## config.mk

```make
export PLATFORM = sky130hd
export DESIGN_NAME = snake_body_ctrl
export DESIGN_NICKNAME = d
export VERILOG_FILES = /design/src/rtl/snake_pkg.sv /design/src/rtl/snake_next_head.sv /design/src/rtl/snake_body_ctrl.sv
export SDC_FILE = /design/constraint.sdc
export NUM_CORES = 1
export LEC_CHECK = 0
export ABC_AREA = 0
export CAP_MARGIN = 20
export CORE_MARGIN = 2
export CORE_UTILIZATION = 49
export CTS_BUF_LIST = sky130_fd_sc_hd__clkbuf_4 sky130_fd_sc_hd__clkbuf_8
export CTS_CLUSTER_DIAMETER = 60
export DETAILED_ROUTE_END_ITERATION = 10
export PLACE_DENSITY = 0.83
export SETUP_SLACK_MARGIN = 0.4
export SYNTH_ARGS = -nofsm -noshare
export SYNTH_HDL_FRONTEND = slang
export SYNTH_SLANG_ARGS = --single-unit
```

## constraint.sdc

```tcl
create_clock -name clk -period 4.2 [get_ports clk]
set_clock_uncertainty 0.2 [all_clocks]
set_input_delay 1.05 -clock clk [delete_from_list [all_inputs] [get_ports clk]]
set_output_delay 1.05 -clock clk [all_outputs]
set_load 0.005 [all_outputs]
```

## src/rtl/snake_pkg.sv

```systemverilog
// Shared definitions for the snake body controller: direction codes, FSM
// states and helpers that pack/unpack {x,y} coordinate words.
package snake_pkg;

  localparam logic [1:0] DIR_UP    = 2'd0;
  localparam logic [1:0] DIR_RIGHT = 2'd1;
  localparam logic [1:0] DIR_DOWN  = 2'd2;
  localparam logic [1:0] DIR_LEFT  = 2'd3;

  typedef enum logic [2:0] {
    ST_CLEAR,
    ST_INIT,
    ST_IDLE,
    ST_STEP,
    ST_DONE,
    ST_OVER
  } state_t;

  // Widest coordinate the helpers handle; callers cast to their own width.
  localparam int unsigned MAX_CW = 16;

  function automatic logic [2*MAX_CW-1:0] coord_mask(input int unsigned cw);
    return (32'(1) << cw) - 32'(1);
  endfunction

  // {x,y} with x in the upper cw bits and y in the lower cw bits.
  function automatic logic [2*MAX_CW-1:0] pack_xy(input logic [MAX_CW-1:0] x,
                                                  input logic [MAX_CW-1:0] y,
                                                  input int unsigned       cw);
    logic [2*MAX_CW-1:0] mask;
    mask = coord_mask(cw);
    return ((32'(x) & mask) << cw) | (32'(y) & mask);
  endfunction

  function automatic logic [MAX_CW-1:0] unpack_x(input logic [2*MAX_CW-1:0] w,
                                                 input int unsigned         cw);
    return MAX_CW'((w >> cw) & coord_mask(cw));
  endfunction

  function automatic logic [MAX_CW-1:0] unpack_y(input logic [2*MAX_CW-1:0] w,
                                                 input int unsigned         cw);
    return MAX_CW'(w & coord_mask(cw));
  endfunction

  // Up/down and left/right differ only in bit 1 of the direction code.
  function automatic logic is_reverse(input logic [1:0] a, input logic [1:0] b);
    return (a ^ 2'b10) == b;
  endfunction

endpackage

```

## src/rtl/snake_next_head.sv

```systemverilog
// Combinational next-head calculator: moves the head one cell in cur_dir and
// flags a move that would leave the playfield (the head is then held).
module snake_next_head
  import snake_pkg::*;
#(
  parameter int CW     = 8,
  parameter int GRID_W = 40,
  parameter int GRID_H = 30
) (
  input  logic [1:0]    cur_dir,
  input  logic [CW-1:0] head_x,
  input  logic [CW-1:0] head_y,
  output logic [CW-1:0] next_x,
  output logic [CW-1:0] next_y,
  output logic          out_of_bounds
);

  localparam logic [CW-1:0] X_MAX = CW'(GRID_W - 1);
  localparam logic [CW-1:0] Y_MAX = CW'(GRID_H - 1);

  // Step one cell, refusing to cross a wall.
  always_comb begin
    // NOTE: every output gets a default first so no path leaves it unassigned (no latch).
    next_x        = head_x;
    next_y        = head_y;
    out_of_bounds = 1'b0;
    case (cur_dir)
      DIR_UP: begin
        if (head_y == '0) out_of_bounds = 1'b1;
        else              next_y = head_y - CW'(1);
      end
      DIR_RIGHT: begin
        if (head_x == X_MAX) out_of_bounds = 1'b1;
        else                 next_x = head_x + CW'(1);
      end
      DIR_DOWN: begin
        if (head_y == Y_MAX) out_of_bounds = 1'b1;
        else                 next_y = head_y + CW'(1);
      end
      default: begin
        if (head_x == '0) out_of_bounds = 1'b1;
        else              next_x = head_x - CW'(1);
      end
    endcase
  end

endmodule

```

## src/rtl/snake_body_ctrl.sv

```systemverilog
// Snake body sequencer: seeds the body FIFO, then on each game tick pushes the
// new head and pops the tail (unless growing), stopping at a wall collision.
module snake_body_ctrl
  import snake_pkg::*;
#(
  parameter int DATA_WIDTH = 16,
  parameter int GRID_W     = 40,
  parameter int GRID_H     = 30,
  parameter int START_X    = 20,
  parameter int START_Y    = 15,
  parameter int INIT_LEN   = 3,
  parameter int MAX_LEN    = 63
) (
  input  logic                           clk,
  input  logic                           rstn,
  input  logic                           tick,
  input  logic [1:0]                     dir,
  input  logic                           eat,
  input  logic                           restart,
  output logic                           fifo_write,
  output logic                           fifo_read,
  output logic [DATA_WIDTH-1:0]          fifo_wdata,
  input  logic [DATA_WIDTH-1:0]          fifo_rdata,
  input  logic                           fifo_empty,
  output logic                           fifo_rstn,
  output logic [DATA_WIDTH/2-1:0]        head_x,
  output logic [DATA_WIDTH/2-1:0]        head_y,
  output logic [DATA_WIDTH/2-1:0]        tail_x,
  output logic [DATA_WIDTH/2-1:0]        tail_y,
  output logic                           tail_valid,
  output logic [$clog2(MAX_LEN+1)-1:0]   length,
  output logic                           step_done,
  output logic                           game_over,
  output logic                           busy
);

  localparam int CW   = DATA_WIDTH / 2;
  localparam int LW   = $clog2(MAX_LEN + 1);
  localparam int CNTW = $clog2(INIT_LEN + 1);

  state_t          state, state_nxt;
  logic [1:0]      cur_dir;
  logic            grow_pending;
  logic [CNTW-1:0] init_cnt;

  logic [CW-1:0]   next_x, next_y;
  logic            oob;
  logic            init_last;
  logic            grow_take;
  logic            grow_spend;
  logic            pop_now;
  logic [DATA_WIDTH-1:0] init_word, next_word;

  logic                  fifo_write_d, fifo_read_d, fifo_rstn_d;
  logic                  tail_valid_d, step_done_d, busy_d;
  logic [DATA_WIDTH-1:0] fifo_wdata_d;

  snake_next_head #(
    .CW     (CW),
    .GRID_W (GRID_W),
    .GRID_H (GRID_H)
  ) u_next_head (
    .cur_dir       (cur_dir),
    .head_x        (head_x),
    .head_y        (head_y),
    .next_x        (next_x),
    .next_y        (next_y),
    .out_of_bounds (oob)
  );

  assign init_last  = (init_cnt == CNTW'(INIT_LEN - 1));
  assign grow_take  = grow_pending && (length < LW'(MAX_LEN));
  assign grow_spend = (state == ST_STEP) && !oob && grow_take;
  assign pop_now    = !grow_take && !fifo_empty;

  // Seed body is laid out tail first, ending at the start cell.
  assign init_word = DATA_WIDTH'(pack_xy(16'(START_X - INIT_LEN + 1) + 16'(init_cnt),
                                         16'(START_Y), CW));
  assign next_word = DATA_WIDTH'(pack_xy(16'(next_x), 16'(next_y), CW));

  // State register.
  always_ff @(posedge clk or negedge rstn) begin
    // NOTE: sequential state uses non-blocking assignments so every flop samples pre-edge values.
    if (!rstn) state <= ST_CLEAR;
    else       state <= state_nxt;
  end

  // Next-state decode.
  always_comb begin
    state_nxt = state;
    case (state)
      ST_CLEAR: state_nxt = ST_INIT;
      ST_INIT:  if (init_last) state_nxt = ST_IDLE;
      ST_IDLE:  if (tick) state_nxt = ST_STEP;
      ST_STEP:  state_nxt = oob ? ST_OVER : ST_DONE;
      ST_DONE:  state_nxt = ST_IDLE;
      ST_OVER:  if (restart) state_nxt = ST_CLEAR;
      default:  state_nxt = ST_CLEAR;
    endcase
  end

  // Output decode: what each registered output shows during the next cycle.
  always_comb begin
    fifo_write_d = 1'b0;
    fifo_read_d  = 1'b0;
    fifo_wdata_d = '0;
    fifo_rstn_d  = 1'b1;
    tail_valid_d = 1'b0;
    step_done_d  = 1'b0;
    busy_d       = (state_nxt != ST_IDLE) && (state_nxt != ST_OVER);
    case (state)
      ST_CLEAR: fifo_rstn_d = 1'b0;
      ST_INIT: begin
        fifo_write_d = 1'b1;
        fifo_wdata_d = init_word;
      end
      ST_STEP: begin
        if (!oob) begin
          fifo_write_d = 1'b1;
          fifo_wdata_d = next_word;
          fifo_read_d  = pop_now;
          tail_valid_d = pop_now;
        end
      end
      ST_DONE: step_done_d = 1'b1;
      default: ;
    endcase
  end

  // Output registers; strobes land one cycle after the state that decided them.
  always_ff @(posedge clk or negedge rstn) begin
    if (!rstn) begin
      fifo_write <= 1'b0;
      fifo_read  <= 1'b0;
      fifo_wdata <= '0;
      fifo_rstn  <= 1'b1;
      tail_valid <= 1'b0;
      step_done  <= 1'b0;
      busy       <= 1'b1;
    end else begin
      fifo_write <= fifo_write_d;
      fifo_read  <= fifo_read_d;
      fifo_wdata <= fifo_wdata_d;
      fifo_rstn  <= fifo_rstn_d;
      tail_valid <= tail_valid_d;
      step_done  <= step_done_d;
      busy       <= busy_d;
    end
  end

  // Food capture: sticky until a successful STEP spends it on growth.
  always_ff @(posedge clk or negedge rstn) begin
    if (!rstn) begin
      grow_pending <= 1'b0;
    end else if (state == ST_CLEAR) begin
      grow_pending <= 1'b0;
    end else if (state == ST_IDLE || state == ST_STEP || state == ST_DONE) begin
      grow_pending <= (grow_pending && !grow_spend) || eat;
    end
  end

  // Game datapath: seed counter, direction, head, tail, length, collision flag.
  always_ff @(posedge clk or negedge rstn) begin
    if (!rstn) begin
      init_cnt  <= '0;
      cur_dir   <= DIR_RIGHT;
      head_x    <= '0;
      head_y    <= '0;
      tail_x    <= '0;
      tail_y    <= '0;
      length    <= '0;
      game_over <= 1'b0;
    end else begin
      case (state)
        ST_CLEAR: begin
          init_cnt  <= '0;
          length    <= '0;
          game_over <= 1'b0;
        end
        ST_INIT: begin
          init_cnt <= init_cnt + CNTW'(1);
          if (init_last) begin
            head_x  <= CW'(START_X);
            head_y  <= CW'(START_Y);
            length  <= LW'(INIT_LEN);
            cur_dir <= DIR_RIGHT;
          end
        end
        ST_IDLE: begin
          if (tick && !is_reverse(dir, cur_dir)) cur_dir <= dir;
        end
        ST_STEP: begin
          if (oob) begin
            game_over <= 1'b1;
          end else begin
            head_x <= next_x;
            head_y <= next_y;
            if (grow_take) begin
              length <= length + LW'(1);
            end else if (!fifo_empty) begin
              tail_x <= CW'(unpack_x(32'(fifo_rdata), CW));
              tail_y <= CW'(unpack_y(32'(fifo_rdata), CW));
            end
          end
        end
        default: ;
      endcase
    end
  end

endmodule

```

==> metrics list <==
- The run finished with clean final reports.
* Number of nets in the layout: 494
- Sorting the synthesized cells by area gives the leading types as sky130_fd_sc_hd__dfrtp_1 43%, sky130_fd_sc_hd__mux2_4 3.5%, sky130_fd_sc_hd__nand2_1 3.0%.
- Setup violations remaining at the end of the flow were counted as 0.
* Worst Setup EP: tail_x[5]
- Actual transition at the worst max-transition pin: 0.793 ns
- Height of the die: 92.4 um
- Compared with the post-synthesis result, the final layout area differs by 29.3%.
- Slowest-stage cell, CP: sky130_fd_sc_hd__dfrtp_1
* Yosys warning count: 0
* Yosys top cell by area: sky130_fd_sc_hd__dfrtp_1
- Reg-to-reg setup timing slack: 1.04 ns
* Area share of the leading cell type in the synthesized netlist: 42.5%
- Net switching is 38.2% of the power.
* Fraction of final layout cells with drive strength greater than 1: 13.1%
- Global routing used 23.3% of the available tracks.
- Die footprint: 8530 sq um
- Number of cell instances on the worst register-to-register path: 8
- Kind of end point of the critical path: flip-flop
- Number of nets still failing antenna checks after routing: 0
- The worst hold path begins at game_over.
* Root cell of the clock tree: sky130_fd_sc_hd__clkbuf_8
- Across all layers, the routed design uses 3392 vias.
* Later-pin clock latency in the skew report: 0.34 ns
- For this run, the register share of the synthesized area comes to 44.6%.
- Grouping stages by cell kind, the critical path spends the most delay in compound AO/OA/AOI/OAI gates.
* Number of synthesized flops with an enable pin: 0
- Worst rel slew slack: 46.7%
- Grt total ovfl: 0
- FF-to-FF Start: head_y[0]
- Cell-by-cell listing of the critical path: inv_1 -> ha_1 -> nor3b_1 -> and3_1 -> o31a_4 -> a2111oi_4 -> buf_4 -> mux2_2
- Post-Syn Nets: 416
- The share of total power dissipated in combinational logic is 46.2%.
- Maximum resistive drop on vdd: 0.465 mV
* Count of different cell masters after synthesis: 66
- Launch point of the worst path: head_y[0]
* Post-cts repair resize count: 0
* Number of antenna violations at the first check in global routing: 0
- Counting flops with an async set or reset pin after synthesis yields a share of 100%.
* Total half-perimeter wirelength after legalization and detailed placement: 6890 um
- Reported net switching power: 1200 uW
* Most frequent cells after synthesis: 65 x sky130_fd_sc_hd__dfrtp_1, 31 x sky130_fd_sc_hd__nand2_1, 20 x sky130_fd_sc_hd__nor2_1
* Critical path fanouts, max: 17
* GP Congestion: 0.923
- Type of the worst min-delay path: flip-flop to flip-flop
* Ratio of total power to cell area: 634 nW/um^2
* Placement row count: 32
- The first routing iteration left 298 violations.
* DRT Pass-1 Iters: 5
- Max-cap violations in this run came to 0.
- Maximum number of buffers from clock root to sink: 2
- In the final timing run, aggregate negative setup slack is 0 ns.
- Most common flop cell mapped by yosys: sky130_fd_sc_hd__dfrtp_1
* Initial Util: 50.0%
- Maximum number of pins on one net before global-route repair: 39
- Routed wire length: 9860 um
- Average wire length per cell after detail routing: 17.3 um
- Clock period minus final worst setup slack: 3.16 ns
- Netlist Area Pre-Place: 3830 sq um
- Final Total Pwr: 3140 uW
- Gate count of the mapped netlist: 384
* Reg clk slew, reported paths: 0.08 ns
* Via count of the first global-routing pass: 3170
* Core Region: 7650 sq um
- Buffers inserted to repair hold after CTS numbered 0.
- For this run, the slowest stage of the critical path takes 0.57 ns.
- Final Core Density: 64.7%
- In this run the count of I/O pins placed on the die edge is 85.
* Final hold viol count: 0
- The clock network burns 19.0% of the power.
- Setup repair after global routing left no endpoint under its margin.
- Clock tree from TritonCTS: yes
- Post-Synthesis Mean Instance Area: 9.96 sq um
- TritonCTS created 9 clock buffers.
- Counting the fill cells in the layout gives 591.
- The critical path crosses 8 cells after its start point.
* Final Slew Violations: 0
- After detailed routing, the number of vias per cell comes to 5.96.
- Input and output buffers added on the ports amount to 84.
- The H-tree was split into 3 levels.
- Total of flip-flops plus latches after synthesis: 68
* Data required time of the worst path: 4.22 ns
- Reg-to-reg endpoint: tail_x[5]
- Internal: 1940 uW
* CTS sink cnt: 68
- Startpoint class of the critical path: flip-flop
- Summed over all cells, the static leakage comes to 0.00204 uW.
- Portion of total power attributed to sequential cells: 34.8%
- The first global-routing pass estimated 15800 um of wire.
- Among all cell types in the netlist, the one instantiated most often is sky130_fd_sc_hd__dfrtp_1.
* Diodes inserted: 0
- For the worst setup path, the data arrival time is 3.18 ns.
- Buf/Inv on CP: 2
- Die width: 92.4 um
* Setup fix buffers added after clock tree synthesis: 0
- Type of the setup path with the least slack: flip-flop to flip-flop
* Maximum operating frequency: 0.317 GHz
* Ratio of final minimum period to clock period: 75.1%
- In the routed design, unresolved DRC markers number 0.
[state kept, by name, summed over array words and instances, names as in the netlist]
register / cells
tail_valid: 1
head_x: 8
busy: 1
length: 6
init_cnt: 2
head_y: 8
fifo_rstn: 1
tail_y: 8
fifo_wdata: 16
tail_x: 8
fifo_write: 1
state: 3
step_done: 1
cur_dir: 2
grow_pending: 1
game_over: 1
[routing by layer]
metal  up-vias  global-route usage (%)  wire (um)
met1      1652                    31.7       4180
met4         0                    6.59        129
li1       1592                       -          -
met2       135                    38.6       4990
met5         -                       0          0
met3        13                    4.23        558
[placed cells by master, fill, tap and decap left out, drive strengths merged, types with 6 or more instances in the layout]
| cell | synthesis | routed |
|---|---|---|
| clkdlybuf4s50 | 0 | 83 |
| dfrtp | 65 | 65 |
| nand2 | 32 | 32 |
| nor2 | 20 | 20 |
| o21ai | 20 | 20 |
| mux2 | 19 | 19 |
| a21oi | 16 | 16 |
| a31oi | 16 | 16 |
| nand3 | 15 | 15 |
| inv | 12 | 12 |
| nor4 | 10 | 10 |
| clkbuf | 14 | 10 |
| nand2b | 9 | 9 |
| nor3 | 8 | 8 |
| ha | 8 | 8 |
| buf | 10 | 8 |
| a211oi | 7 | 7 |
| mux2i | 7 | 7 |
| xnor2 | 6 | 6 |
[worst register-to-register path, delay by kind of cell (launching register included)]
family	cells	cell delay [ns]
AOI/OAI and AO/OA	2	0.76
adders and majority gates	1	0.26
buffers and inverters	2	0.44
DFF	1	0.57
muxes	1	0.38
and+or+nand+nor	2	0.42
[metrics by stage]
| stage | area (sq um) | worst slack, ns | cells | hold slack, ns |
|---|---|---|---|---|
| after global routing | 4950 | 0.900 | 569 | 0.309 |
| after CTS | 4950 | 1.08 | 569 | 0.285 |
| after floorplan | 3830 | 1.14 | 384 | 0.257 |
| after global placement | 4730 | 1.18 | 553 | 0.266 |
| final | 4950 | 1.04 | 569 | 0.287 |
| after detailed placement | 4730 | 1.10 | 553 | 0.270 |
[power groups by stage]
stage | Sequential [uW] | Combinational, uW | Clock (uW)
final | 1090 | 1450 | 595
after global routing | 1120 | 1590 | 634
after CTS | 1090 | 1440 | 603
after detailed placement | 1100 | 1430 | 0
after global placement | 1090 | 1390 | 0
after floorplan | 1020 | 891 | 0
[cells by family after synthesis]
logic type	after synthesis	share of synthesized area [%]
AO/OA/AOI/OAI	104	19.5
XOR/XNOR	7	1.60
adder cells (fa/ha/maj)	8	2.62
buffers and inverters	36	4.19
flip-flops	68	44.6
multiplexers	26	8.31
AND/OR/NAND/NOR	135	19.2
[final cells by class]
type / count / area [sq um] / share of cell area [%]
Inverter: 12 / 45.0 / 0.910
Tap cell: 102 / 128 / 2.58
Sequential cell: 68 / 1710 / 34.5
Clock buffer: 10 / 131 / 2.66
Timing Repair Buffer: 91 / 888 / 18.0
Clock inverter: 6 / 88.8 / 1.80
Multi-Input combinational cell: 280 / 1960 / 39.6
[how the worst min path moves through the flow]
| stage | cells after the start | end |
|---|---|---|
| 3_5_place_dp | 1 | game_over |
| 6_report | 1 | game_over |
| 4_1_cts | 1 | game_over |
| 2_1_floorplan | 1 | fifo_wdata[9] |
| 5_1_grt | 1 | game_over |
| 3_3_place_gp | 1 | game_over |
(Power assumes the default switching activity.)
